===== src/rtl/sid_write_sched.sv =====
// ---------------------------------------------------------------------------
// sid_write_sched
//
// Write scheduler for the SID register bus. Two requesters (0 = host bus
// bridge, 1 = tune player/sequencer) are merged round-robin into a small
// FIFO. Entries are issued to the SID write port one at a time, and
// successive issues are held at least SPACING clkEn ticks apart.
//
// Parameters:
//   DEPTH   : FIFO entries (power of two, >= 2)
//   SPACING : minimum clkEn ticks between issued writes (>= 1)
//
// Ports:
//   clk                        master clock
//   iRst                       asynchronous active-high reset
//   clkEn                      1 MHz enable, one clk wide
//   iFlush                     synchronous clear of FIFO and spacing counter
//   iValid0/iAddr0/iData0      requester 0 write request
//   oReady0                    requester 0 accepted when iValid0 also high
//   iValid1/iAddr1/iData1      requester 1 write request
//   oReady1                    requester 1 accepted when iValid1 also high
//   oWE/oAddr/oDataW           registered SID write port (oWE one clk wide)
//   oLevel                     registered FIFO occupancy
// ---------------------------------------------------------------------------
module sid_write_sched #(
    parameter int DEPTH   = 4,
    parameter int SPACING = 1
) (
    input  logic                     clk,
    input  logic                     iRst,
    input  logic                     clkEn,
    input  logic                     iFlush,
    input  logic                     iValid0,
    input  logic [4:0]               iAddr0,
    input  logic [7:0]               iData0,
    output logic                     oReady0,
    input  logic                     iValid1,
    input  logic [4:0]               iAddr1,
    input  logic [7:0]               iData1,
    output logic                     oReady1,
    output logic                     oWE,
    output logic [4:0]               oAddr,
    output logic [7:0]               oDataW,
    output logic [$clog2(DEPTH):0]   oLevel
);

    localparam int AW = $clog2(DEPTH);
    localparam int LW = AW + 1;
    localparam int CW = $clog2(SPACING) + 1;

    typedef enum logic {
        IDLE  = 1'b0,
        ISSUE = 1'b1
    } state_t;

    state_t          state_reg;
    logic [AW-1:0]   wr_ptr_reg;
    logic [AW-1:0]   rd_ptr_reg;
    logic [LW-1:0]   level_reg;
    logic [LW-1:0]   level_next;
    logic [CW-1:0]   cnt_reg;
    logic            rr_reg;

    // Each entry is {addr[4:0], data[7:0]}.
    logic [12:0]     mem [DEPTH];

    logic            full;
    logic            empty;
    logic [1:0]      valid_vec;
    logic [1:0]      ready_vec;
    logic [1:0]      push_vec;
    logic            push;
    logic            pop;
    logic [12:0]     push_word;

    // Flags decode only the registered level, never the current requests.
    assign full  = (level_reg == LW'(DEPTH));
    assign empty = (level_reg == '0);

    assign valid_vec = {iValid1, iValid0};

    // A requester is ready when it owns the round-robin turn, or when the
    // other requester is not asking. Both valids high grants only one.
    genvar gi;
    generate
        for (gi = 0; gi < 2; gi++) begin : g_req
            assign ready_vec[gi] = !full && !iFlush &&
                                   ((rr_reg == 1'(gi)) || !valid_vec[1-gi]);
            assign push_vec[gi]  = valid_vec[gi] & ready_vec[gi];
        end
    endgenerate

    assign oReady0   = ready_vec[0];
    assign oReady1   = ready_vec[1];
    assign push      = |push_vec;
    assign push_word = push_vec[1] ? {iAddr1, iData1} : {iAddr0, iData0};

    // Pops only from IDLE, so oWE can never be high two cycles in a row.
    assign pop = (state_reg == IDLE) && clkEn && !empty &&
                 (cnt_reg == '0) && !iFlush;

    always_comb begin
        level_next = level_reg;
        case ({push, pop})
            2'b10:   level_next = level_reg + 1'b1;
            2'b01:   level_next = level_reg - 1'b1;
            default: level_next = level_reg;
        endcase
    end

    assign oLevel = level_reg;

    // Storage has no reset; only the pointers define what is valid.
    always_ff @(posedge clk) begin
        if (push) begin
            mem[wr_ptr_reg] <= push_word;
        end
    end

    always_ff @(posedge clk or posedge iRst) begin
        if (iRst) begin
            state_reg  <= IDLE;
            wr_ptr_reg <= '0;
            rd_ptr_reg <= '0;
            level_reg  <= '0;
            cnt_reg    <= '0;
            rr_reg     <= 1'b0;
            oWE        <= 1'b0;
            oAddr      <= '0;
            oDataW     <= '0;
        end else begin
            // Turn passes to the other requester after each accepted write.
            if (push_vec[0]) begin
                rr_reg <= 1'b1;
            end else if (push_vec[1]) begin
                rr_reg <= 1'b0;
            end

            if (iFlush) begin
                // A pulse already on oWE still ends after its single cycle.
                wr_ptr_reg <= '0;
                rd_ptr_reg <= '0;
                level_reg  <= '0;
                cnt_reg    <= '0;
                state_reg  <= IDLE;
                oWE        <= 1'b0;
            end else begin
                if (push) begin
                    wr_ptr_reg <= wr_ptr_reg + 1'b1;
                end
                if (pop) begin
                    rd_ptr_reg <= rd_ptr_reg + 1'b1;
                end
                level_reg <= level_next;

                if (pop) begin
                    cnt_reg <= CW'(SPACING - 1);
                end else if (clkEn && (cnt_reg != '0)) begin
                    cnt_reg <= cnt_reg - 1'b1;
                end

                case (state_reg)
                    IDLE: begin
                        if (pop) begin
                            state_reg <= ISSUE;
                            oWE       <= 1'b1;
                            oAddr     <= mem[rd_ptr_reg][12:8];
                            oDataW    <= mem[rd_ptr_reg][7:0];
                        end
                    end
                    ISSUE: begin
                        state_reg <= IDLE;
                        oWE       <= 1'b0;
                    end
                    default: begin
                        state_reg <= IDLE;
                        oWE       <= 1'b0;
                    end
                endcase
            end
        end
    end

endmodule


===== config.mk =====
export PLATFORM = sky130hd
export DESIGN_NAME = sid_write_sched
export DESIGN_NICKNAME = d
export VERILOG_FILES = /design/src/rtl/sid_write_sched.sv
export SDC_FILE = /design/constraint.sdc
export NUM_CORES = 1
export LEC_CHECK = 0
export BUFFER_PORTS_ARGS = -buffer_cell sky130_fd_sc_hd__buf_4
export CAP_MARGIN = 40
export CELL_PAD_IN_SITES_DETAIL_PLACEMENT = 0
export CELL_PAD_IN_SITES_GLOBAL_PLACEMENT = 1
export CORE_MARGIN = 3
export CORE_UTILIZATION = 47
export CTS_CLUSTER_SIZE = 8
export DETAILED_ROUTE_END_ITERATION = 8
export GPL_TIMING_DRIVEN = 0
export PLACE_DENSITY = 0.89
export SETUP_SLACK_MARGIN = 0.05
export SYNTH_ARGS = -nofsm -noshare
export SYNTH_HDL_FRONTEND = slang
export SYNTH_SLANG_ARGS = --single-unit

===== constraint.sdc =====
create_clock -name clk -period 2.75 [get_ports clk]
set_input_delay 0.275 -clock clk [delete_from_list [all_inputs] [get_ports clk]]
set_output_delay 0.275 -clock clk [all_outputs]
set_load 0.1 [all_outputs]

# After elaboration in Yosys (flattened, before gate mapping)
# Memories as Yosys holds them, arrays and structs flattened. A register that Yosys moved wholly into a read port is not among the register bits.
# Index checks and enable logic that the tools add are counted.
# totals
register_bits	11
mem_bits_rw	52
in_bits	32
out_inout_bits	19
elab_cells	66
mem_count	1
# memory_table
name	depth	word_bits	rd	rd_clocked_by_memory_dff	wr	line	text
mem	4	13	1	1	1	65	logic [12:0] mem [DEPTH];
# classes
add_sub_neg	5
n_eq_ne	4
mux	20
bitwise	6
n_reduce_logical	23
# ops
cell	count
$mux W13	1
$mux W1	11
$logic_and A1 B1 Y1	8
$mux W2	4
$pmux W3 S2	1
$reduce_bool A2 Y1	3
$reduce_bool A3 Y1	2
$logic_not A1 Y1	5
$add A2 B1 Y2 const B	2
$not A1 Y1	4
$pmux W1 S2	2
$add A3 B1 Y3 const B	1
$eq A3 B3 Y1 const B	1
$logic_not A3 Y1	1
$mux W3	1
$ne A3 B3 Y1 const B	1
$reduce_and A3 Y1	1
$sub A3 B1 Y3 const B	1
$and A1 B1 Y1	2
$eq A2 B1 Y1 const B	1
$eq A2 B2 Y1 const B	1
$logic_or A1 B1 Y1	2
$reduce_or A2 Y1	1
$sub A1 B1 Y1 const B	1

# Depth between registers and ports, before layout
# logic_depth
ltp_word	9
mapped_depth	7

# Worst setup path after synthesis
# No wires, ideal clock.
# synth_timing
path_type	reg-to-reg
start	register level_reg[0], in the netlist oLevel[0]
end	memory mem[0][0] (data pin)
setup_ns	0.266
arrival_ns	3.119
t_required_ns	2.484
path_slack_ns	-0.636
path_stages_with_launch	7
period_less_slack_ns	3.386
path_cell_list	dfrtp_1 > nor3b_2 > or2_1 > a21oi_2 > and2_4 > buf_6 > mux2_2
# synth_between
elab_chain_len	6
# synth_lines
item	line	text
start: declaration	59	logic [LW-1:0] level_reg;
start signal: assignment	154	level_reg <= level_next;
$eq A3 B3 Y1	77	assign full = (level_reg == LW'(DEPTH));
$logic_not A1 Y1	87	assign ready_vec[gi] = !full && !iFlush &&
$logic_and A1 B1 Y1 (2 in series)	87	
named net oReady1	40	output logic oReady1,
$and A1 B1 Y1	89	assign push_vec[gi] = valid_vec[gi] & ready_vec[gi];
$mux W13	96	assign push_word = push_vec[1] ? {iAddr1, iData1} : {iAddr0, iData0};
named net push_word[0]	74	logic [12:0] push_word;
end: declaration	65	
# The timed path passes the listed nets, and every way through them passes these cells.

# Final worst setup path
# layout_timing
start	register level_reg[2], in the netlist oLevel[2]
end	register level_reg[2], in the netlist oLevel[2]
# layout_between
elab_chain_len	9
# layout_lines
item	line	text
$eq A3 B3 Y1	77	
$logic_not A1 Y1	87	
$logic_and A1 B1 Y1 (2 in series)	87	
$and A1 B1 Y1	89	
$reduce_or A2 Y1	95	assign push = |push_vec;
$eq A2 B1 Y1 / $eq A2 B2 Y1 (equally long branches)	104	case ({push, pop})
$pmux W3 S2	104	
$mux W3	139	if (iFlush) begin
# Parallel ways exist; a longest one is shown, timed or not.
# A chain may end at the register's enable or synchronous reset.

==> metrics.yaml <==
rrSetupSlack_ps: 370
critical_path_class: "flip-flop to flip-flop"
hp-class: "primary input to flip-flop"
cts_sinks: 76
max_slew.worst_pin.slew_ps: 650
clk_pin_slew_ps: 70
num_antenna_cells: 0
cp-start-kind: "flip-flop"
synthesis.area_um2: 3150
critPathSlowestCell: "nor3_2"
die_area_um2: 7720
p_leak_nw: 1.45
ys_seq_area_share_pct: 68.6
highest_layer: "met4"
cts_buffer_depth: 2
cts_buffers: 9
place_congestion: 0.687
setup_violations: 0
grt_pass1_wl_mm: 8.71
yosysMostFrequentCell: "edfxtp_1"
fmax_mhz: 420
async_flop_share_pct: 31.6
synth_top_cells_by_count: "edfxtp_1 (52), mux2_2 (26), dfrtp_1 (24)"
wl_met1_mm: 2.16
drt_first_iter_violations: 74
netlist_instances: 171
status: "completed"
crit_top_cell: "nor3_1"
postRouteAntennaNets: 0
cp_data_required_time_ps: 2960
critPathMaxFanout: 10
syn_area_per_cell_um2: 18.4
critical_path_arrival_ps: 2590
ys_types: 28
wire_per_inst_um: 17.0
ys_ff_latch: 76
top_regs: "mem: 52 flops, oDataW: 8 flops, oAddr: 5 flops"
top_register: "mem"
dieWidth_um: 87.9
fin_worst_skew_ps: 9.63
yosys_warnings: 0
layout-drive-gt1-share_pct: 52.3
cp-end-kind: "flip-flop"
final_nets: 271
drv_slew: 0
start_util_pct: 49.1
irDropWorstVdd_mv: 0.617
largest_reg_flops: 52
clock_latency_ps: 340
cts_htree_levels: 3
synth_edf_count: 52
yosys.area.top_type_share_pct: 49.6
grt_pass1_vias: 1745
root_buffer: "clkbuf_8"
antenna_found_initial: 0
post-route-drc-count: 0
ys.flop_type: "edfxtp_1"
global_route.overflow_total: 0
grt_max_degree: 18
path_cells: "nor3b_4 > nor3_2 > nor3_1 > fa_1 > nor3_1 > o21ai_0 > nor3b_1"
p_per_area_nw_per_um2: 1100
final.min_clock_period_ps: 2380
yosysTopAreaCell: "edfxtp_1"
drtPass1Iterations: 4
die_y_um: 87.9
hold_viol_final: 0
dp_hpwl_mm: 3.74
io_pins: 51
cap_violations: 0
syn2layout_area_growth_pct: 22.5
grt_usage_pct: 15.8
core_region_area_um2: 6420
wirelength_mm: 5.38
dr_wl_met3_um: 205
rsz0062_at_grt: "no"
synth.area.top_cells: "edfxtp_1 (50%), dfrtp_1 (19%), mux2_2 (9.3%)"
fin_setup_tns_ps: 0
fin_crit_sh_pct: 86.6
slew_headroom_pct: 56.4
hold_ws_ps: 117
port_buffers: 50
vias_per_cell: 5.23
dr_wl_met2_mm: 2.97
num_vias: 1653
synth_fp_nets: 208
cts_tree: "built"
rows: 29
max_stage_delay_ps: 540
==> per-layer routing <==
metal / vias up / track usage [%]
li1: 780 / -
met4: 0 / 7.11
met1: 832 / 18.2
met2: 37 / 27.1
met3: 4 / 4.89
met5: - / 0
==> cell families (layout without fill, tap and decap cells) <==
logic type                 Yosys count  in the layout  share of synthesized area, %
and+or+nand+nor                     25             25                          4.73
buffers and inverters               12             80                          1.79
muxes                               41             41                          19.2
xor gates and xnor gates             5              5                          1.39
AOI/OAI and AO/OA                    7              7                          2.03
DFF                                 76             76                          68.6
adders and majority gates            5              5                          2.22
==> final cells by class <==
cell class / instances / area [µm²]
Fill cell: 479 / 2560
Clock inverter: 6 / 41.3
Multi-Input combinational cell: 83 / 952
Inverter: 6 / 22.5
Sequential cell: 76 / 2170
Timing Repair Buffer: 52 / 413
Clock buffer: 10 / 128
Buffer: 6 / 33.8
Tap cell: 77 / 96.3
==> worst max-delay path, delay by kind of cell, from the launching register on <==
family	cells	cell delay, ps
adder cells (fa/ha/maj)	1	410
AND/OR/NAND/NOR	5	1220
AO/OA/AOI/OAI	1	110
flip-flops	1	510
==> placed cells by master, fill, tap and decap left out, types with 2 or more instances in the layout <==
cell type | netlist | final
clkbuf_8 | 0 | 9
mux2i_1 | 2 | 2
dfrtp_1 | 24 | 21
xnor2_1 | 5 | 5
mux2_2 | 26 | 26
ha_1 | 4 | 4
clkinvlp_4 | 0 | 3
inv_1 | 6 | 6
and2_2 | 4 | 4
clkinv_2 | 0 | 2
nor2_1 | 10 | 10
buf_2 | 3 | 3
mux4_2 | 13 | 13
buf_4 | 0 | 50
nor3_1 | 3 | 3
dfrtp_4 | 0 | 3
clkbuf_1 | 2 | 3
edfxtp_1 | 52 | 52
nor3b_1 | 2 | 2
==> final timing paths <==
check                      startpoint   endpoint  depth (start not counted)
max in group asynchronous        iRst  oLevel[1]                          4
min reg2reg                 state_reg        oWE                          1
min                             clkEn    cnt_reg                          2
max                         oLevel[2]  oLevel[2]                          7
max reg2reg                 oLevel[2]  oLevel[2]                          7
min in group asynchronous        iRst  oDataW[5]                          3
==> report_power, final <==
group | internal, W | switching, W | leakage (nW)
sequential | 0.00147 | 0.000135 | 0.771
combinational | 0.000586 | 0.00133 | 0.598
clock | 0.000326 | 0.000404 | 0.0783
total | 0.00238 | 0.00187 | 1.45
==> timing repair <==
| item | in CTS | in global routing |
|---|---|---|
| gates resized for setup | 0 | 0 |
| buffers inserted | 0 | 0 |
| endpoints found under the hold margin | 7 | 0 |
| endpoints found under the setup margin | 0 | 0 |
| hold buffers | 1 | 0 |
==> stage by stage <==
step	setup slack (ps)	instance area, µm²	cells	power [W]	utilization (%)
final	370	3860	316	0.00425	60.1
after global routing	211	3860	316	0.00446	60.1
after CTS	337	3860	316	0.00430	60.1
after detailed placement	345	3680	299	0.00357	57.3
after global placement	407	3650	298	0.00353	56.9
after floorplan	58.3	3180	171	0.00316	-
(Power assumes the default switching activity.)
